File: src/rtl/countdown_timer_ctrl.sv
// Control FSM for the 4-digit countdown timer: owns the binary down-count,
// the stored limit and the alarm dwell, sequencing IDLE/RUN/PAUSE/DONE.
module countdown_timer_ctrl #(
  parameter int CNT_BITS      = 14,
  parameter int MAX_COUNT     = 9999,
  parameter int DEFAULT_LIMIT = 30,
  parameter int ALARM_TICKS   = 8
) (
  input  logic                clk,
  input  logic                rst,
  input  logic                tick,
  input  logic                btn_sp,
  input  logic                btn_load,
  input  logic [CNT_BITS-1:0] limit_in,
  output logic [CNT_BITS-1:0] count,
  output logic [1:0]          state,
  output logic                running,
  output logic                alarm
);

  localparam int AW = $clog2(ALARM_TICKS + 1);
  localparam logic [CNT_BITS-1:0] MAX_C   = CNT_BITS'(MAX_COUNT);
  localparam logic [CNT_BITS-1:0] DEF_C   = CNT_BITS'(DEFAULT_LIMIT);
  localparam logic [CNT_BITS-1:0] ONE_C   = CNT_BITS'(1);
  localparam logic [AW-1:0]       ALARM_L = AW'(ALARM_TICKS - 1);

  typedef enum logic [1:0] {
    IDLE  = 2'd0,
    RUN   = 2'd1,
    PAUSE = 2'd2,
    DONE  = 2'd3
  } state_t;

  state_t              st;
  logic [CNT_BITS-1:0] limit_reg;
  logic [AW-1:0]       alarm_cnt;

  function automatic logic [CNT_BITS-1:0] sat_limit(input logic [CNT_BITS-1:0] v);
    return (v > MAX_C) ? MAX_C : v;
  endfunction

  assign state = st;

  always_ff @(posedge clk) begin
    if (rst) begin
      st        <= IDLE;
      count     <= DEF_C;
      limit_reg <= DEF_C;
      alarm_cnt <= '0;
      running   <= 1'b0;
      alarm     <= 1'b0;
    end else begin
      case (st)
        IDLE: begin
          if (btn_load) begin
            limit_reg <= sat_limit(limit_in);
            count     <= sat_limit(limit_in);
          end else if (btn_sp) begin
            if (count != '0) begin
              st      <= RUN;
              running <= 1'b1;
            end else begin
              st        <= DONE;
              alarm     <= 1'b1;
              alarm_cnt <= '0;
            end
          end
        end
        RUN: begin
          if (btn_load) begin
            st      <= IDLE;
            running <= 1'b0;
            count   <= limit_reg;
          end else if (btn_sp) begin
            st      <= PAUSE;
            running <= 1'b0;
          end else if (tick) begin
            // Final decrement and entry to DONE share one edge; never wrap below 0.
            if (count > ONE_C) begin
              count <= count - ONE_C;
            end else begin
              count     <= '0;
              st        <= DONE;
              running   <= 1'b0;
              alarm     <= 1'b1;
              alarm_cnt <= '0;
            end
          end
        end
        PAUSE: begin
          if (btn_load) begin
            st    <= IDLE;
            count <= limit_reg;
          end else if (btn_sp) begin
            st      <= RUN;
            running <= 1'b1;
          end
        end
        DONE: begin
          if (btn_load || btn_sp) begin
            st    <= IDLE;
            alarm <= 1'b0;
            count <= limit_reg;
          end else if (tick) begin
            alarm_cnt <= alarm_cnt + AW'(1);
            if (alarm_cnt == ALARM_L) begin
              st    <= IDLE;
              alarm <= 1'b0;
              count <= limit_reg;
            end
          end
        end
        default: begin
          st      <= IDLE;
          running <= 1'b0;
          alarm   <= 1'b0;
        end
      endcase
    end
  end

endmodule

File: config.mk
export PLATFORM = sky130hd
export DESIGN_NAME = countdown_timer_ctrl
export DESIGN_NICKNAME = d
export VERILOG_FILES = /design/src/rtl/countdown_timer_ctrl.sv
export SDC_FILE = /design/constraint.sdc
export NUM_CORES = 1
export LEC_CHECK = 0
export CAP_MARGIN = 20
export CORE_MARGIN = 2
export CORE_UTILIZATION = 48
export DETAILED_ROUTE_END_ITERATION = 10
export PLACE_DENSITY_LB_ADDON = 0.2
export RECOVER_POWER = 100
export SYNTH_ARGS = -nofsm -noshare
export SYNTH_HDL_FRONTEND = slang
export SYNTH_SLANG_ARGS = --single-unit
File: constraint.sdc
create_clock -name clk -period 2.8 [get_ports clk]
set_clock_uncertainty 0.1 [all_clocks]
set_input_delay 0.56 -clock clk [delete_from_list [all_inputs] [get_ports clk]]
set_output_delay 0.56 -clock clk [all_outputs]
set_load 0.05 [all_outputs]
==> results.md, run 1 <==
* Outcome: finished clean
* # H-tree levels at 2
* Clock slew seen by the registers of the worst setup and hold paths at 0.08 ns
* Sw Ratio at 49.1%
* Syn avg cell area at 7.84 µm²
* Hold_buf cts at 0
* Post-Synthesis Cell Area at 2260 µm²
* Max Fclk at 373 MHz
* Cell Area, Placed at 2770 µm²
* Tot GR Track Use at 25.9%
* DRC violations left at 0
* TritonCTS clock tree: done
* RSZ-0062 raised after global routing: no
* Setup Viol. Count Final at 0
* Max Root-Sink Buffers at 2
* Cell family with most CP delay: simple AND/OR/NAND/NOR gates
* Power Total at 3.31 mW
* Gpl congestion at 0.879
* CP max stage cell: or4b_1
* Post-DP HPWL at 4560 µm
* GRT overflow at 0
* CP required at 2.92 ns
* Final ANT Viol Nets at 0
* Die Width at 72.6 µm
* Ant diodes at 0
* Iter 0 DRT Violations at 291
* Max incr delay on CP at 0.53 ns
* Period minus WS final at 2.68 ns
* Max_slew headroom at 46.6%
* Ys Warns at 0
* Num ports at 37
* Avg Vias per Cell at 6.33
* TritonCTS Buffers at 5
* Count of nets after finishing at 362
* Pin count of the biggest net entering global routing at 25
* Crit end category: register
* Crit path arrival time at 2.81 ns
* Final instance area at 2860 µm²
* Kind of critical path: reg2reg
* Flip-flop and latch area at 723 µm²
* Worst-Margin Slew at 0.801 ns
* Port buffer count at 36
* Count of max-cap constraint violations at 0
* Number of flops mapped to enable cells by yosys at 0
* Total number of vias at 2,457
* Internal power at 1.68 mW
* Chip height at 72.6 µm
* Flop pwr share at 25.1%
* Final wirelength at 6530 µm
* Final slew viol count at 0
* Post-Syn Nets at 315
* Post-synth ARST share at 0%
* Core Footprint at 4440 µm²
* Global-route wire length before repair at 10,800 µm
* Comb power frac at 61.0%
* Hold Vio Cnt, Final at 0
* Clk_lat worst skew at 0.28 ns
* Filler cells at 413
* Starting Density at 50.8%
* Die area at 5270 µm²
* CP Cell Sequence: inv_1 > ha_1 > or4b_1 > o41a_1 > a211o_4 > or4_1 > a21oi_1
* Net load switching power at 1.62 mW
* Synth cell types at 54
* Layout cells sized above 1 at 11.3%
* DRT Pass-1 Iters at 5
* Initial antenna violation count at 0
* Sum Neg Setup Slack at 0 ns
* Final Cycle Share at 95.9%
* Seq/Total Area, Yosys at 31.9%
* Setup Buffers After CTS at 0
* Peak VDD IR at 0.474 mV
* Worst min path class: reg2reg
* Main synth FF type: dfxtp_1
* Vias in the first global route at 2,239
* Multi-input logic area at 1430 µm²
* Pwr/cell area at 1150 nW/µm²
* Post-CTS sizing at 0
* P_leak at 1.08 nW
* Startpoint Class: register
* Row Count at 24
* Post-Synthesis Cells at 288
* Yosys reg bits at 36
* Crit Path Max Fanout at 10
* Root buffer cell: clkbuf_8
* Clock sink count at 36
* Buf/Inv on CP at 1
* Clock network fraction of total power at 13.9%
* Area grow syn2layout at 26.8%
* Wire per inst at 16.8 µm
## through the flow
stage | instances | utilization, % | setup WS, ns | hold WS [ns]
floorplan | 288 | - | 0.0372 | 0.332
global placement | 380 | 62.3 | 0.106 | 0.344
detailed placement | 380 | 62.3 | 0.0742 | 0.358
CTS | 388 | 64.7 | 0.115 | 0.369
global route | 388 | 64.4 | 0.0156 | 0.392
finish | 388 | 64.4 | 0.116 | 0.366
## cells in the mapped netlist (2+ instances only)
library cell	count	area share [%]
xnor2_1	8	3.1
or4_1	5	1.7
a31oi_1	3	0.83
a311oi_1	2	0.78
nor2b_1	4	1.1
o31ai_1	6	2.0
nand2b_1	5	1.4
inv_1	10	1.7
a211oi_1	4	1.3
mux2i_1	2	0.89
nand4_1	3	0.83
o21ai_0	17	3.8
o21a_1	2	0.66
a221oi_1	4	1.6
a211o_1	2	0.78
xor2_1	2	0.78
ha_1	8	4.4
a22oi_1	3	1.0
nand3_1	11	2.4
o211ai_1	3	1.0
a2111oi_0	4	1.6
clkbuf_1	14	2.3
a221o_1	3	1.3
nor3b_1	2	0.66
a32o_1	2	0.89
and3_1	3	0.83
nand2_1	27	4.5
nor4_1	5	1.4
a21oi_1	23	5.1
dfxtp_1	36	32
or4_4	2	1.0
nand4b_1	2	0.78
nor3_1	14	3.1
nor2_1	26	4.3
and2_1	2	0.55
## power by group through the flow
stage	clock network [mW]	logic, mW	registers, mW
2_1_floorplan	0	0.988	1.23
3_3_place_gp	0	2.02	0.834
3_5_place_dp	0	2.03	0.838
4_1_cts	0.463	2.05	0.829
5_1_grt	0.488	2.17	0.850
6_report	0.461	2.02	0.829
## cells by family (layout without fill, tap and decap cells)
logic type,Yosys count,count (layout),synth area share (%)
AOI/OAI and AO/OA,87,87,26.5
adders and majority gates,8,8,4.43
and+or+nand+nor,118,118,27.3
xor gates and xnor gates,10,10,3.88
DFF,36,36,31.9
buffers and inverters,26,74,4.65
muxes,3,3,1.39
## worst reg2reg max path: cells and delay by family (launching register included)
kind / cells / cell delay, ns
and+or+nand+nor: 2 / 1.05
DFF: 1 / 0.37
AOI/OAI and AO/OA: 3 / 0.90
adders and majority gates: 1 / 0.15
buffers and inverters: 1 / 0.06
## cells in the final DEF (no fill, tap or decap), types with 6 or more instances in the layout
| cell type | n |
|---|---|
| clkdlybuf4s50_1 | 16 |
| xnor2_1 | 8 |
| ha_1 | 8 |
| dlygate4sd3_1 | 20 |
| dfxtp_1 | 34 |
| nor3_1 | 14 |
| nand2_1 | 27 |
| o21ai_0 | 17 |
| inv_1 | 10 |
| a21oi_1 | 23 |
| nor2_1 | 26 |
| o31ai_1 | 6 |
| nand3_1 | 11 |
| buf_4 | 16 |
## final cells by class
class,count,share of cell area [%]
clock buffer,6,2.53
clock inverter,2,1.22
inverter,10,1.31
multi-input combinational,226,50.0
sequential,36,25.3
tap,52,2.27
timing repair buffer,56,17.4
## final timing paths
| check | start | endpoint | slack (ns) | cells after the start |
|---|---|---|---|---|
| max | count[0] | alarm_cnt[0] | 0.12 | 7 |
| min | limit_reg[6] | limit_reg[6] | 0.37 | 2 |
| max reg2reg | count[0] | alarm_cnt[0] | 0.12 | 7 |
| min reg2reg | limit_reg[6] | limit_reg[6] | 0.37 | 2 |
## routing by layer
layer | GRT usage, % | routed length, µm | vias up
met3 | 4.97 | 539 | 13
li1 | - | - | 1167
met1 | 36.8 | 2960 | 1160
met5 | 0 | 0 | -
met2 | 39.0 | 2930 | 117
met4 | 9.26 | 107 | 0
Note: power is estimated with default switching activity, not from simulation.
==> run 2, diff against run 1 <==
--- a/config.mk
+++ b/config.mk
@@ -9,6 +9,7 @@
 export CORE_MARGIN = 2
 export CORE_UTILIZATION = 48
 export DETAILED_ROUTE_END_ITERATION = 10
+export GPL_TIMING_DRIVEN = 0
 export PLACE_DENSITY_LB_ADDON = 0.2
 export RECOVER_POWER = 100
 export SYNTH_ARGS = -nofsm -noshare
==> run 2 against run 1 <==
- maximum frequency fell by 1.6%
- non-clock buffer count is 4 lower
- highest routed layer unchanged
- core utilization fell by 1.5 points
- largest cell class unchanged
==> results.md, run 2 (synthesis gave the netlist of run 1 again) <==
* Outcome: finished clean (unchanged)
* Iter 0 DRT Violations at 294 (was 291)
* Total number of vias at 2,443 (was 2,457)
* Critical Path Stages at 7 (unchanged)
* Flip-flop and latch area at 723 µm² (unchanged)
* Met2 usage in global routing at 38.9% (was 39.0%)
* Count of max-cap constraint violations at 0 (unchanged)
* DRT Pass-1 Iters at 8 (was 5)
* Hold slack final at 0.364 ns (was 0.366 ns)
* CP max stage cell: or4_1 (was or4b_1)
* Worst r2r src: count[0] (unchanged)
* Gpl congestion at 0.883 (was 0.879)
* R2r worst-path depth at 7 (unchanged)
* Pwr/cell area at 1140 nW/µm² (was 1150 nW/µm²)
* Count of nets after finishing at 358 (was 362)
* DRC violations left at 0 (unchanged)
* Chip height at 72.6 µm (unchanged)
* Clock network fraction of total power at 11.6% (was 13.9%)
* Post-DP HPWL at 4670 µm (was 4560 µm)
* CP required at 2.93 ns (was 2.92 ns)
* Final WS setup at 0.0715 ns (was 0.116 ns)
* Met1 Use GR at 36.0% (was 36.8%)
* Starting Density at 50.8% (unchanged)
* Hold_buf cts at 0 (unchanged)
* Tot GR Track Use at 26.1% (was 25.9%)
* Buf/Inv on CP at 1 (unchanged)
* Filler cells at 419 (was 413)
* Startpoint Class: register (unchanged)
* Period minus WS final at 2.73 ns (was 2.68 ns)
* Final Cycle Share at 97.4% (was 95.9%)
* Flop pwr share at 27.2% (was 25.1%)
* Cell family with most CP delay: simple AND/OR/NAND/NOR gates (unchanged)
* Pin count of the biggest net entering global routing at 12 (was 25)
* P_leak at 1.01 nW (was 1.08 nW)
* GR peak layer: met2 (unchanged)
* Comb power frac at 61.2% (was 61.0%)
* Most common cell after layout, fill and taps aside: dfxtp_1 (unchanged)
* TritonCTS clock tree: done (unchanged)
* Avg Vias per Cell at 6.38 (was 6.33)
* Layout cells sized above 1 at 8.76% (was 11.3%)
* Setup Viol. Count Final at 0 (unchanged)
* Peak VDD IR at 0.500 mV (was 0.474 mV)
* Sw Ratio at 51.7% (was 49.1%)
* GR met3 Demand/Resource at 6.08% (was 4.97%)
* Die Width at 72.6 µm (unchanged)
* Hold Crit Start: alarm (was limit_reg[6])
* Die area at 5270 µm² (unchanged)
* Pre-CTS setup slack at -0.294 ns (was 0.0742 ns)
* Worst-Margin Slew at 0.673 ns (was 0.801 ns)
* Final ANT Viol Nets at 0 (unchanged)
* Multi-input logic area at 1460 µm² (was 1430 µm²)
* Core Footprint at 4440 µm² (unchanged)
* CP startpoint: count[0] (unchanged)
* TritonCTS Buffers at 5 (unchanged)
* Max Root-Sink Buffers at 2 (unchanged)
* Crit end category: register (unchanged)
* Crit Path Max Fanout at 10 (unchanged)
* Clock slew seen by the registers of the worst setup and hold paths at 0.08 ns (about the same)
* Num ports at 37 (unchanged)
* CP Cell Sequence: inv_1 > ha_4 > or4b_4 > o41a_1 > a211o_4 > or4_1 > a21oi_1 (was inv_1 > ha_1 > or4b_1 > o41a_1 > a211o_4 > or4_1 > a21oi_1)
* Net load switching power at 1.65 mW (was 1.62 mW)
* Wire per inst at 17.4 µm (was 16.8 µm)
* Internal power at 1.53 mW (was 1.68 mW)
* Vias in the first global route at 2,149 (was 2,239)
* GRT overflow at 0 (unchanged)
* Clock sink count at 36 (unchanged)
* Row Count at 24 (unchanged)
* Max_slew headroom at 54.7% (was 46.6%)
* Area grow syn2layout at 23.7% (was 26.8%)
* Kind of critical path: reg2reg (unchanged)
* # H-tree levels at 2 (unchanged)
* Hold Path Stages at 2 (unchanged)
* Root buffer cell: clkbuf_8 (unchanged)
* RSZ-0062 raised after global routing: no (unchanged)
* Crit path arrival time at 2.86 ns (was 2.81 ns)
* Leading cell types in the layout, fill and taps excluded: dfxtp_1, nand2_1, nor2_1 (unchanged)
* Initial antenna violation count at 0 (unchanged)
* Global-route wire length before repair at 10,700 µm (was 10,800 µm)
* Ant diodes at 0 (unchanged)
* Port buffer count at 35 (was 36)
* Final slew viol count at 0 (unchanged)
* Sum Neg Setup Slack at 0 ns (unchanged)
* Hold Vio Cnt, Final at 0 (unchanged)
* Max Fclk at 367 MHz (was 373 MHz)
* Clk_lat worst skew at 0.30 ns (was 0.28 ns)
* Worst min path class: reg2reg (unchanged)
* Final wirelength at 6660 µm (was 6530 µm)
* Max incr delay on CP at 0.52 ns (was 0.53 ns)
run 2: power by group through the flow:
| stage | Clock (mW) | Combinational (mW) | Sequential [mW] |
|---|---|---|---|
| 3_5_place_dp | 0 | 1.92 | 0.873 |
| 6_report | 0.369 | 1.95 | 0.865 |
| 4_1_cts | 0.373 | 1.95 | 0.863 |
| 2_1_floorplan | 0 | 0.988 | 1.23 |
| 5_1_grt | 0.396 | 2.08 | 0.886 |
| 3_3_place_gp | 0 | 1.91 | 0.867 |
run 2: final cells by class:
cell class                 count  share of cell area [%]
inverter                      10                    1.34
multi-input combinational    226                    52.3
timing repair buffer          36                    12.8
clock buffer                   5                    2.46
clock inverter                 2                   0.448
tap                           52                    2.33
sequential                    36                    25.9
buffer                        16                    2.46
run 2: worst paths after layout:
path / endpoint / slack [ns]
worst max-delay path: alarm_cnt[1] / 0.07
worst min-delay path: alarm / 0.36
worst max register to register: alarm_cnt[1] / 0.07
worst min register to register: alarm / 0.36
run 2: worst reg2reg max path, stage by stage, from the launching register on:
cell and delay (ns):
dfxtp_2 0.36, inv_1 0.09, ha_4 0.18, or4b_4 0.51, o41a_1 0.43, a211o_4 0.33, or4_1 0.52, a21oi_1 0.13
run 2: metal layers:
| layer | routed length [µm] | share of wire [%] |
|---|---|---|
| met5 | 0 | 0 |
| met4 | 163 | 2.4 |
| met3 | 590 | 8.9 |
| met2 | 2870 | 43 |
| met1 | 3040 | 46 |
run 2: repair_timing:
| action | in CTS | in global routing |
|---|---|---|
| resized for setup | 3 | 5 |
| pin swaps | 0 | 3 |
| endpoints found under the setup margin | 6 | 9 |
| buffers inserted | 0 | 1 |
run 2: per-stage QoR:
step           util, %  total power, mW  cell area [µm²]  std cells
6_report          62.9             3.18             2790        383
5_1_grt           62.9             3.37             2790        383
4_1_cts           62.4             3.18             2770        382
3_5_place_dp      60.2             2.79             2680        375
3_3_place_gp      60.2             2.78             2680        375
2_1_floorplan        -             2.22             2260        288
==> run 3, diff against run 2 <==
--- a/config.mk
+++ b/config.mk
@@ -6,12 +6,12 @@
 export NUM_CORES = 1
 export LEC_CHECK = 0
 export CAP_MARGIN = 20
-export CORE_MARGIN = 2
 export CORE_UTILIZATION = 48
 export DETAILED_ROUTE_END_ITERATION = 10
 export GPL_TIMING_DRIVEN = 0
 export PLACE_DENSITY_LB_ADDON = 0.2
 export RECOVER_POWER = 100
+export SETUP_SLACK_MARGIN = 0.05
 export SYNTH_ARGS = -nofsm -noshare
 export SYNTH_HDL_FRONTEND = slang
 export SYNTH_SLANG_ARGS = --single-unit
==> run 3 against run 2 <==
- the flow now finishes with violations (DRC)
- sequential power hardly changed
- wire length is 3.6% higher
- first-iteration DRC count is 1.7% higher
- largest cell class unchanged
- clock-buffer cell count stayed put
- maximum frequency is 1.3% higher
- die area is 5.4% lower
- sequential share of layout area is 1.0 points lower
- clock power is 77% higher
- non-clock buffer count is 4 higher
==> results.md, run 3 (synthesis gave the netlist of run 1 again) <==
* DRT Pass-1 Iters at 9 (was 8)
* Die Width at 70.6 µm (was 72.6 µm)
* Period minus WS final at 2.69 ns (was 2.73 ns)
* Iter 0 DRT Violations at 299 (was 294)
* Sw Ratio at 47.7% (was 51.7%)
* Worst r2r src: count[1] (was count[0])
* Clock sink count at 36 (unchanged)
* Startpoint Class: register (unchanged)
* Multi-input logic area at 1470 µm² (was 1460 µm²)
* TritonCTS Buffers at 5 (unchanged)
* Worst min path class: reg2reg (unchanged)
* Avg Vias per Cell at 6.36 (was 6.38)
* Cell Area, Placed at 2680 µm² (about the same)
* CP startpoint: count[1] (was count[0])
* Area grow syn2layout at 28.8% (was 23.7%)
* Leading cell types in the layout, fill and taps excluded: dfxtp_1, nand2_1, nor2_1 (unchanged)
* Kind of critical path: reg2reg (unchanged)
* GR peak layer: met2 (unchanged)
* Hold_buf cts at 0 (unchanged)
* Tot GR Track Use at 28.0% (was 26.1%)
* Crit path arrival time at 2.83 ns (was 2.86 ns)
* Total number of vias at 2,469 (was 2,443)
* Final Cycle Share at 96.2% (was 97.4%)
* Max Fclk at 371 MHz (was 367 MHz)
* Root buffer cell: clkbuf_8 (unchanged)
* Ant diodes at 0 (unchanged)
* Post-DP HPWL at 4570 µm (was 4670 µm)
* Clock network fraction of total power at 18.6% (was 11.6%)
* Row Count at 24 (unchanged)
* Die area at 4980 µm² (was 5270 µm²)
* CP required at 2.93 ns (about the same)
* GRT overflow at 0 (unchanged)
* Crit end category: register (unchanged)
* Net load switching power at 1.68 mW (was 1.65 mW)
* Setup Viol. Count Final at 0 (unchanged)
* # H-tree levels at 2 (unchanged)
* Hold Crit Start: limit_reg[5] (was alarm)
* Most common cell after layout, fill and taps aside: dfxtp_1 (unchanged)
* Placed Cells at 375 (unchanged)
* Sum Neg Setup Slack at 0 ns (unchanged)
* Final ANT Viol Nets at 0 (unchanged)
* DRC violations left at 4 (was 0)
* Clock slew seen by the registers of the worst setup and hold paths at 0.09 ns (was 0.08 ns)
* Failing checks: DRC
* Final core utilization at 65.5% (was 62.9%)
* Final wirelength at 6900 µm (was 6660 µm)
* Comb power frac at 56.8% (was 61.2%)
* Pin count of the biggest net entering global routing at 13 (was 12)
* Max Root-Sink Buffers at 2 (unchanged)
* GR met3 Demand/Resource at 4.70% (was 6.08%)
* P_leak at 1.07 nW (was 1.01 nW)
* Met2 usage in global routing at 45.6% (was 38.9%)
* Flip-flop and latch area at 723 µm² (unchanged)
* Max_slew headroom at 48.5% (was 54.7%)
* Met1 Use GR at 38.1% (was 36.0%)
* Initial antenna violation count at 0 (unchanged)
* Chip height at 70.6 µm (was 72.6 µm)
* Crit Path Max Fanout at 10 (unchanged)
* Flop pwr share at 24.6% (was 27.2%)
* Final instance area at 2910 µm² (was 2790 µm²)
* Count of nets after finishing at 362 (was 358)
* Global-route wire length before repair at 10,900 µm (was 10,700 µm)
* Worst-Margin Slew at 0.766 ns (was 0.673 ns)
* Hold Vio Cnt, Final at 0 (unchanged)
* Vias in the first global route at 2,191 (was 2,149)
* Layout cells sized above 1 at 10.1% (was 8.76%)
* Num ports at 37 (unchanged)
* TritonCTS clock tree: done (unchanged)
* Peak VDD IR at 0.555 mV (was 0.500 mV)
* Final slew viol count at 0 (unchanged)
* Count of max-cap constraint violations at 0 (unchanged)
* Clk_lat worst skew at 0.30 ns (about the same)
* Port buffer count at 35 (unchanged)
* RSZ-0062 raised after global routing: yes (was no)
* Pwr/cell area at 1210 nW/µm² (was 1140 nW/µm²)
* Filler cells at 396 (was 419)
* Non-Filler Instances at 388 (was 383)
* Gpl congestion at 0.888 (was 0.883)
* Starting Density at 50.8% (unchanged)
* Core Footprint at 4440 µm² (unchanged)
* Wire per inst at 17.8 µm (was 17.4 µm)
* Outcome: finished, violations left (was finished clean)
* Internal power at 1.84 mW (was 1.53 mW)
[run 3: cell count changes in the layout (fill, tap and decap cells not counted)]
| cell | before | now |
|---|---|---|
| or4_4 | 2 | 3 |
| clkbuf_4 | 0 | 1 |
| clkbuf_2 | 1 | 2 |
| clkinvlp_4 | 1 | 0 |
| clkinv_2 | 1 | 0 |
| inv_1 | 9 | 10 |
| nor3b_4 | 0 | 1 |
| nor3b_2 | 1 | 0 |
| inv_2 | 1 | 0 |
| buf_4 | 1 | 3 |
| or4_1 | 5 | 4 |
| bufinv_16 | 0 | 3 |
[run 3: final timing paths]
path,cells past startpoint,slack (ns),end
setup reg to reg,7,0.11,alarm_cnt[2]
setup / recovery,7,0.11,alarm_cnt[2]
hold reg to reg,2,0.36,limit_reg[5]
hold / removal,2,0.36,limit_reg[5]
[run 3: area by class of cell]
cell class	instances	share of cell area, %
inverters	10	1.29
repair buffers	40	13.1
clock inverters	3	3.10
well taps	52	2.24
multi-input cells	226	50.5
flip-flops and latches	36	24.9
plain buffers	16	2.49
clock buffers	5	2.37
[run 3: layer usage]
| layer | wire, µm | up-vias |
|---|---|---|
| li1 | - | 1167 |
| met2 | 3230 | 122 |
| met3 | 536 | 11 |
| met5 | 0 | - |
| met1 | 3070 | 1169 |
| met4 | 71 | 0 |
[run 3: what timing repair did]
item                       4_1_cts  5_1_grt
resized for setup                4        7
buffers inserted                 1        4
setup endpoints to repair        6       14
pin swaps                        0        2
[run 3: stage by stage]
stage	hold slack, ns	setup slack [ns]	power [mW]
2_1_floorplan	0.332	0.0590	2.22
3_3_place_gp	0.347	-0.265	2.78
3_5_place_dp	0.348	-0.302	2.79
4_1_cts	0.360	0.0806	3.47
5_1_grt	0.384	0.0215	3.68
6_report	0.359	0.107	3.52
[run 3: critical path: stages (launching register included)]
cell     delay, ns
dfxtp_2       0.35
inv_1         0.11
ha_4          0.16
or4b_4        0.47
o41a_1        0.43
a211o_4       0.33
or4_4         0.55
a21oi_1       0.13
[run 3: power by group through the flow]
stage	clock [mW]	combinational [mW]	sequential, mW
global placement	0	1.91	0.866
finish	0.653	2.00	0.866
floorplan	0	0.991	1.23
global route	0.672	2.12	0.887
CTS	0.655	1.95	0.866
detailed placement	0	1.92	0.874
